===== config.mk =====
export PLATFORM = sky130hd
export DESIGN_NAME = mem_arbiter
export DESIGN_NICKNAME = d
export VERILOG_FILES = /design/src/rtl/mem_arb_pkg.sv /design/src/rtl/rr_arbiter2.sv /design/src/rtl/mem_arbiter.sv
export SDC_FILE = /design/constraint.sdc
export NUM_CORES = 1
export LEC_CHECK = 0
export CORE_ASPECT_RATIO = 1.75
export CORE_MARGIN = 2
export CORE_UTILIZATION = 30
export CTS_CLUSTER_DIAMETER = 120
export DETAILED_ROUTE_END_ITERATION = 16
export SYNTH_ARGS = -nofsm -noshare
export SYNTH_HDL_FRONTEND = slang
export SYNTH_HIERARCHICAL = 1
export SYNTH_SLANG_ARGS = --single-unit

===== constraint.sdc =====
create_clock -name clk -period 2.1 [get_ports clk]
set_clock_uncertainty 0.1 [all_clocks]
set_input_delay 0.315 -clock clk [delete_from_list [all_inputs] [get_ports clk]]
set_output_delay 0.315 -clock clk [all_outputs]
set_load 0.005 [all_outputs]

===== src/rtl/mem_arb_pkg.sv =====
// Shared definitions for the instruction/data memory arbiter.
// FSM state encoding, requester IDs and performance-counter width.
package mem_arb_pkg;

  typedef enum logic [1:0] {
    IDLE = 2'd0,
    READ = 2'd1,
    RESP = 2'd2
  } state_e;

  localparam logic REQ_IF = 1'b0;
  localparam logic REQ_D  = 1'b1;

  localparam int PERF_W = 16;

  // Increment that sticks at all-ones instead of wrapping.
  function automatic logic [PERF_W-1:0] sat_inc(input logic [PERF_W-1:0] v);
    return (&v) ? v : v + 1'b1;
  endfunction

endpackage


===== src/rtl/rr_arbiter2.sv =====
// Two-way combinational round-robin pick.
// req_i[0] is the IF requester and req_i[1] is the D requester. On a tie,
// the requester that was not served last wins.
module rr_arbiter2
  import mem_arb_pkg::*;
(
  input  logic [1:0] req_i,
  input  logic       last_grant_i,
  output logic       valid_o,
  output logic       winner_o
);

  // Pick the winner from the active requests and the previous grant.
  always_comb begin
    // NOTE: every output gets a default first so no path leaves it unassigned (no latch).
    valid_o  = |req_i;
    winner_o = REQ_IF;
    unique case (req_i)
      2'b01:   winner_o = REQ_IF;
      2'b10:   winner_o = REQ_D;
      2'b11:   winner_o = ~last_grant_i;
      default: winner_o = REQ_IF;
    endcase
  end

endmodule


===== src/rtl/mem_arbiter.sv =====
// Arbiter sharing one single-port 128x32 read-only memory between the
// instruction-fetch (IF) and data (D) requesters. One access every three
// cycles: grant in IDLE, read in READ, respond in RESP until accepted.
// Optional build macro MEM_ARB_PERF_EN adds saturating grant/conflict
// counters with a synchronous clear input.
module mem_arbiter
  import mem_arb_pkg::*;
#(
  parameter int   AW      = 7,
  parameter int   DW      = 32,
  parameter logic RR_INIT = 1'b1
) (
  input  logic          clk,
  input  logic          rst_n,
  input  logic          if_req,
  input  logic [AW-1:0] if_addr,
  output logic          if_gnt,
  output logic          if_rvalid,
  output logic [DW-1:0] if_rdata,
  input  logic          if_rready,
  input  logic          d_req,
  input  logic [AW-1:0] d_addr,
  output logic          d_gnt,
  output logic          d_rvalid,
  output logic [DW-1:0] d_rdata,
  input  logic          d_rready,
  output logic [AW-1:0] mem_addr,
  input  logic [DW-1:0] mem_data
`ifdef MEM_ARB_PERF_EN
  ,
  input  logic              perf_clr,
  output logic [PERF_W-1:0] perf_if_cnt,
  output logic [PERF_W-1:0] perf_d_cnt,
  output logic [PERF_W-1:0] perf_conflict_cnt
`endif
);

  state_e        state_q;
  logic [AW-1:0] addr_q;
  logic [DW-1:0] rdata_q;
  logic          owner_q;
  logic          last_grant_q;

  logic arb_valid;
  logic arb_winner;
  logic grant;
  logic in_resp;
  logic owner_rready;

  rr_arbiter2 u_rr (
    .req_i        ({d_req, if_req}),
    .last_grant_i (last_grant_q),
    .valid_o      (arb_valid),
    .winner_o     (arb_winner)
  );

  // Grants only ever leave IDLE, and the arbiter names exactly one winner.
  assign grant  = (state_q == IDLE) && arb_valid;
  assign if_gnt = grant && (arb_winner == REQ_IF);
  assign d_gnt  = grant && (arb_winner == REQ_D);

  // The memory always sees the latched address, never a requester's live bus.
  assign mem_addr = addr_q;

  assign in_resp   = (state_q == RESP);
  assign if_rvalid = in_resp && (owner_q == REQ_IF);
  assign d_rvalid  = in_resp && (owner_q == REQ_D);
  assign if_rdata  = if_rvalid ? rdata_q : '0;
  assign d_rdata   = d_rvalid  ? rdata_q : '0;

  // Only the owner's ready can retire the response.
  assign owner_rready = (owner_q == REQ_D) ? d_rready : if_rready;

  // Sequence one access: latch the winner, read memory, hold the response.
  always_ff @(posedge clk or negedge rst_n) begin
    if (!rst_n) begin
      state_q      <= IDLE;
      addr_q       <= '0;
      rdata_q      <= '0;
      owner_q      <= REQ_IF;
      last_grant_q <= RR_INIT;
    end else begin
      // NOTE: non-blocking assignments so every register updates from pre-edge values.
      unique case (state_q)
        IDLE: begin
          if (arb_valid) begin
            addr_q       <= (arb_winner == REQ_D) ? d_addr : if_addr;
            owner_q      <= arb_winner;
            last_grant_q <= arb_winner;
            state_q      <= READ;
          end
        end
        READ: begin
          rdata_q <= mem_data;
          state_q <= RESP;
        end
        RESP: begin
          if (owner_rready) begin
            state_q <= IDLE;
          end
        end
        default: state_q <= IDLE;
      endcase
    end
  end

`ifdef MEM_ARB_PERF_EN
  logic [PERF_W-1:0] perf_if_cnt_q, perf_if_cnt_d;
  logic [PERF_W-1:0] perf_d_cnt_q, perf_d_cnt_d;
  logic [PERF_W-1:0] perf_conflict_cnt_q, perf_conflict_cnt_d;

  // Next counter values: clear beats increment, increments saturate.
  always_comb begin
    perf_if_cnt_d       = perf_if_cnt_q;
    perf_d_cnt_d        = perf_d_cnt_q;
    perf_conflict_cnt_d = perf_conflict_cnt_q;
    if (perf_clr) begin
      perf_if_cnt_d       = '0;
      perf_d_cnt_d        = '0;
      perf_conflict_cnt_d = '0;
    end else begin
      if (if_gnt) perf_if_cnt_d = sat_inc(perf_if_cnt_q);
      if (d_gnt)  perf_d_cnt_d  = sat_inc(perf_d_cnt_q);
      if (grant && if_req && d_req) perf_conflict_cnt_d = sat_inc(perf_conflict_cnt_q);
    end
  end

  // Counter registers.
  always_ff @(posedge clk or negedge rst_n) begin
    if (!rst_n) begin
      perf_if_cnt_q       <= '0;
      perf_d_cnt_q        <= '0;
      perf_conflict_cnt_q <= '0;
    end else begin
      perf_if_cnt_q       <= perf_if_cnt_d;
      perf_d_cnt_q        <= perf_d_cnt_d;
      perf_conflict_cnt_q <= perf_conflict_cnt_d;
    end
  end

  assign perf_if_cnt       = perf_if_cnt_q;
  assign perf_d_cnt        = perf_d_cnt_q;
  assign perf_conflict_cnt = perf_conflict_cnt_q;
`endif

endmodule

-- After elaboration in Yosys (flattened, before gate mapping)
Cells that the tools add are included.
- bits in registers: 43
- logic and storage cells: 31
- bits of input ports: 52
- mux-type cells: 8
- equality and inequality tests: 6
- bitwise gates (word level): 3
- reductions and logical operators: 9
- operators by type and width (kind ; count):
    2-to-1 mux 32 bit ; 2
    2-to-1 mux 7 bit ; 1
    equality test 2 bit (second input constant) ; 3
    one-hot mux 2 bit (3 select lines) ; 1
    logical AND 1 bit ; 5
    2-to-1 mux 2 bit ; 2
    AND reduction 2 bit ; 2
    inverter 1 bit ; 3
    equality test 2 x 1 -> 1 bit (second input constant) ; 1
    logical NOT 2 bit ; 1
    != test 2 x 1 -> 1 bit (second input constant) ; 1
    != test 2 bit (second input constant) ; 1
    one-hot mux 1 bit (2 select lines) ; 1
    OR reduction 2 bit ; 1
    2-to-1 mux 1 bit ; 1

-- Longest topological paths before layout
- depth after elaboration: 4
- mapped depth: 4
- gate-level depth less buffers: 3

-- Cells and area by module
The synthesis kept the hierarchy.
- modules (own cells, without submodules) (module ; instances ; seq. area each (um^2) ; area each (um^2) ; cells an instance):
    mem_arbiter ; 1 ; 1077.3 ; 2332.2 ; 176
    rr_arbiter2 ; 1 ; 0.0 ; 13.8 ; 2

-- Least setup slack after synthesis
OpenSTA, ideal clock, no wires.
- kind: reg2reg
- start point: register last_grant_q
- end point: register addr_q[0] (netlist: mem_addr[0])
- library setup time: 0.125 ns
- cell stages (with the launch flop): 5
- setup slack: 0.573 ns
- arrival time: 1.302 ns
- path through: dfstp_2 a21boi_1 buf_2 mux2_2 mux2_2
- longest elaborated chain between the ends: 3
- ends and longest elaborated chain (element ; line ; RTL):
    start, declared ; mem_arbiter.sv:42 ; logic last_grant_q;
    start signal, assigned ; mem_arbiter.sv:89 ; last_grant_q <= arb_winner;
    inverter 1 bit ; rr_arbiter2.sv:21 ; 2'b11: winner_o = ~last_grant_i;
    one-hot mux 1 bit (2 select lines) ; rr_arbiter2.sv:18 ; unique case (req_i)
    via arb_winner ; mem_arbiter.sv:45 ; logic arb_winner;
    2-to-1 mux 7 bit ; mem_arbiter.sv:87 ; addr_q <= (arb_winner == REQ_D) ? d_addr : if_addr;
    end signal, assigned ; mem_arbiter.sv:87 ;
    end, declared ; mem_arbiter.sv:39 ; logic [AW-1:0] addr_q;
The timed path passes the listed nets, and every way through them passes these cells.
A chain may end at the register's enable or synchronous reset.

-- Final worst setup path
- start point: register state_q[1]
- end point: output port d_rdata[22]
- longest elaborated chain between the ends: 3
- ends and longest elaborated chain (element ; line ; RTL):
    start, declared ; mem_arbiter.sv:38 ; state_e state_q;
    start signal, assigned ; mem_arbiter.sv:77 ; state_q <= IDLE;
    start signal, assigned ; mem_arbiter.sv:90 ; state_q <= READ;
    start signal, assigned ; mem_arbiter.sv:95 ; state_q <= RESP;
    equality test 2 bit ; mem_arbiter.sv:65 ; assign in_resp = (state_q == RESP);
    logical AND 1 bit ; mem_arbiter.sv:67 ; assign d_rvalid = in_resp && (owner_q == REQ_D);
    2-to-1 mux 32 bit ; mem_arbiter.sv:69 ; assign d_rdata = d_rvalid ? rdata_q : '0;
    end, declared ; mem_arbiter.sv:25 ; output logic [DW-1:0] d_rdata,
No other way between the ends.

==> metrics.md <==
| Metric | Value |
|---|---|
| Finish-stage setup viols | 0 |
| Final worst setup slack | 0.0660 ns |
| Async set-reset flop share out of synthesis | 1.00 |
| Synth area leader | dfrtp_1 |
| Place WS | -0.0894 ns |
| Max frequency | 492 MHz |
| Status | complete, no violations |
| FF+latch count, synth | 43 |
| Cell Chain, Critical Path | buf_6, and3b_2, clkbuf_16, and2_1, clkdlybuf4s15_1 |
| Post-synth EDFFs | 0 |
| Ys flop type | dfrtp_1 |
| Final Cycle Share | 0.969 |
| Clk slew on worst S/H paths | 0.06 ns |
| Hold Vio Cnt, Final | 0 |
| Core box area | 7570 µm² |
| Data required, critical path | 1.68 ns |
| Floorplan row count | 42 |
| Clk root buf | clkbuf_16 |
| Total CTS buffers | 5 |
| Nets | 378 |
| CTS max path bufs | 2 |
| Share of cells above drive strength 1 | 0.324 |
| Clock sinks | 43 |
| HP Class | reg2reg |
| Rel. slew slack | 0.645 |
| Die W | 70.8 µm |
| Detailed Routing Iterations Pass 1 | 2 |
| Vias per cell | 4.46 |
| CP peak stage delay | 0.41 ns |
| Register area share after synthesis | 0.459 |
| Worst EP arrival | 1.62 ns |
| Post-synthesis simple-gate area fraction | 0.206 |
| Mapped Nets | 230 |
| Largest family of logic cells by synthesized area | multiplexers |
| Slew Limit Fails | 0 |
| Detail Placement HPWL | 4740 µm |
| Crit. End Element | output pin |
| Post-synthesis mux area share | 0.281 |
| Final wirelength | 6740 µm |
| First-pass GRT wire length | 10500 µm |
| Compound-Gate Fraction of Synth Area | 0.00640 |
| VDD IR max | 0.546 mV |
| PortBufs | 126 |
| Vias in the first global route | 1935 |
| Die area | 8570 µm² |
| Leak pwr | 2.10 nW |
| CP max stage cell | dfrtp_1 |
| Initial antenna violation count | 0 |
| Final min period | 2.03 ns |
| DIE HEIGHT | 121 µm |
| Initial Utilization | 0.310 |
| Residual DRC | 0 |
| P&R area growth vs syn | 72.1% |
| Inserted Diodes | 0 |
| Max-cap violations | 0 |
| Critical path class | reg2out |
| Cells after synthesis | 178 |
| Xor/xnor share of the synthesized area | 0 |
| CTS tree | built |
| Yosys warns | 6 |
| I/O Pins | 127 |
| Remaining Overflow, GRT | 0 |
| Adder-cell share of the synthesized area | 0 |
| Most instantiated library cell after synthesis | and2_1 |
| Routability cong. | 0.745 |
| Yosys cell types | 21 |
| Post-Syn Area | 2350 µm² |
| Initial DRC Count | 64 |
| Power Density | 1230 nW/µm² |
| Via count | 1849 |
| Area contributors post-synth | dfrtp_1, mux2_4, and2_1 |
| CP startpoint kind | register |
| Tightest Pin Transition | 0.533 ns |
| Clk_lat worst skew | 0.28 ns |
| Top post-synthesis cells by count | and2_1, dfrtp_1, mux2_4 |
| Routed Antenna Nets | 0 |
| Worst-path fanout max | 8 |
| Synth top area share | 0.448 |
| Pin count of the biggest net entering global routing | 24 |
| Mean post-synth cell area | 13.2 µm² |
| Total GRT Usage | 0.163 |
| Post-DR wirelength/cell | 16.2 µm |
| CTS HTree Levels | 2 |
| Setup TNS | 0 ns |
## critical path: cells and delay by family (launching register included)
| kind | cells | cell delay [ns] |
|---|---|---|
| simple gates | 2 | 0.41 |
| flops | 1 | 0.41 |
| buf+inv | 3 | 0.51 |
## cell families after synthesis
kind of cell	Yosys count
DFF	43
muxes	49
and+or+nand+nor	72
buffers and inverters	12
AOI/OAI and AO/OA	2
## cell usage in the layout, fill, tap and decap left out, types with 2 or more instances in the layout
master	Yosys	final
buf_4	1	14
dfrtp_1	42	40
buf_2	3	7
mux2_4	29	29
and2_1	65	64
nor3b_4	1	2
dlygate4sd2_1	0	15
clkbuf_16	0	7
clkdlybuf4s15_1	0	22
buf_12	3	6
buf_6	1	2
clkdlybuf4s50_1	0	57
mux2_2	19	19
clkbuf_1	2	3
dfrtp_2	0	2
dlymetal6s2s_1	0	14
clkbuf_2	2	10
## state kept, by name, summed over array words and instances, names as in the netlist
| name | cells |
|---|---|
| state_q | 2 |
| mem_addr | 7 |
| owner_q | 1 |
| rdata_q | 32 |
| last_grant_q | 1 |
## final timing paths
kind                             start           to  slack [ns]  cells past startpoint
max                         state_q[1]  d_rdata[22]        0.07                      5
min                        mem_addr[6]  mem_addr[6]        0.40                      1
max reg2reg                 state_q[1]  mem_addr[6]        0.33                      7
min reg2reg                mem_addr[6]  mem_addr[6]        0.40                      1
max in group asynchronous        rst_n  rdata_q[25]        0.94                      3
min in group asynchronous        rst_n  mem_addr[1]        0.44                      2
## layer usage
metal  routed length, µm  vias up  global-route usage  part of all wire
li1                    -      877                   -                 -
met1                2330      907               0.173              0.35
met2                4010       58               0.304              0.59
met3                 279        7              0.0299             0.041
met4                 123        0              0.0696             0.018
met5                   0        -                   0                 0
## stage by stage
| step | hold WS (ns) | cell area [µm²] | util | cells | power [mW] |
|---|---|---|---|---|---|
| floorplan | -0.0806 | 2350 | - | 178 | 2.99 |
| global placement | 0.230 | 3770 | 0.498 | 392 | 4.09 |
| detailed placement | 0.228 | 3770 | 0.498 | 392 | 4.12 |
| CTS | 0.409 | 3960 | 0.524 | 412 | 4.99 |
| global route | 0.422 | 4040 | 0.533 | 415 | 5.30 |
| finish | 0.404 | 4040 | 0.533 | 415 | 4.96 |
## power by group
| part | leakage [nW] | internal, mW | switching (mW) |
|---|---|---|---|
| registers | 0.502 | 1.28 | 0.296 |
| clock network | 0.0652 | 0.442 | 0.298 |
| logic | 1.53 | 1.79 | 0.853 |
| total | 2.10 | 3.51 | 1.45 |
## area by class of cell
class / count / area, µm²
Clock buffer: 8 / 136
Fill cell: 687 / 3530
Multi-Input combinational cell: 123 / 1170
Sequential cell: 43 / 1080
Tap cell: 88 / 110
Timing Repair Buffer: 153 / 1540
## timing repair
action,CTS,global route
hold buffers,1,0
pin swaps,1,0
resized for setup,81,60
buffers inserted,9,3
hold endpoints to repair,19,0
cloned,2,2
setup endpoints to repair,68,15
(Power assumes the default switching activity.)
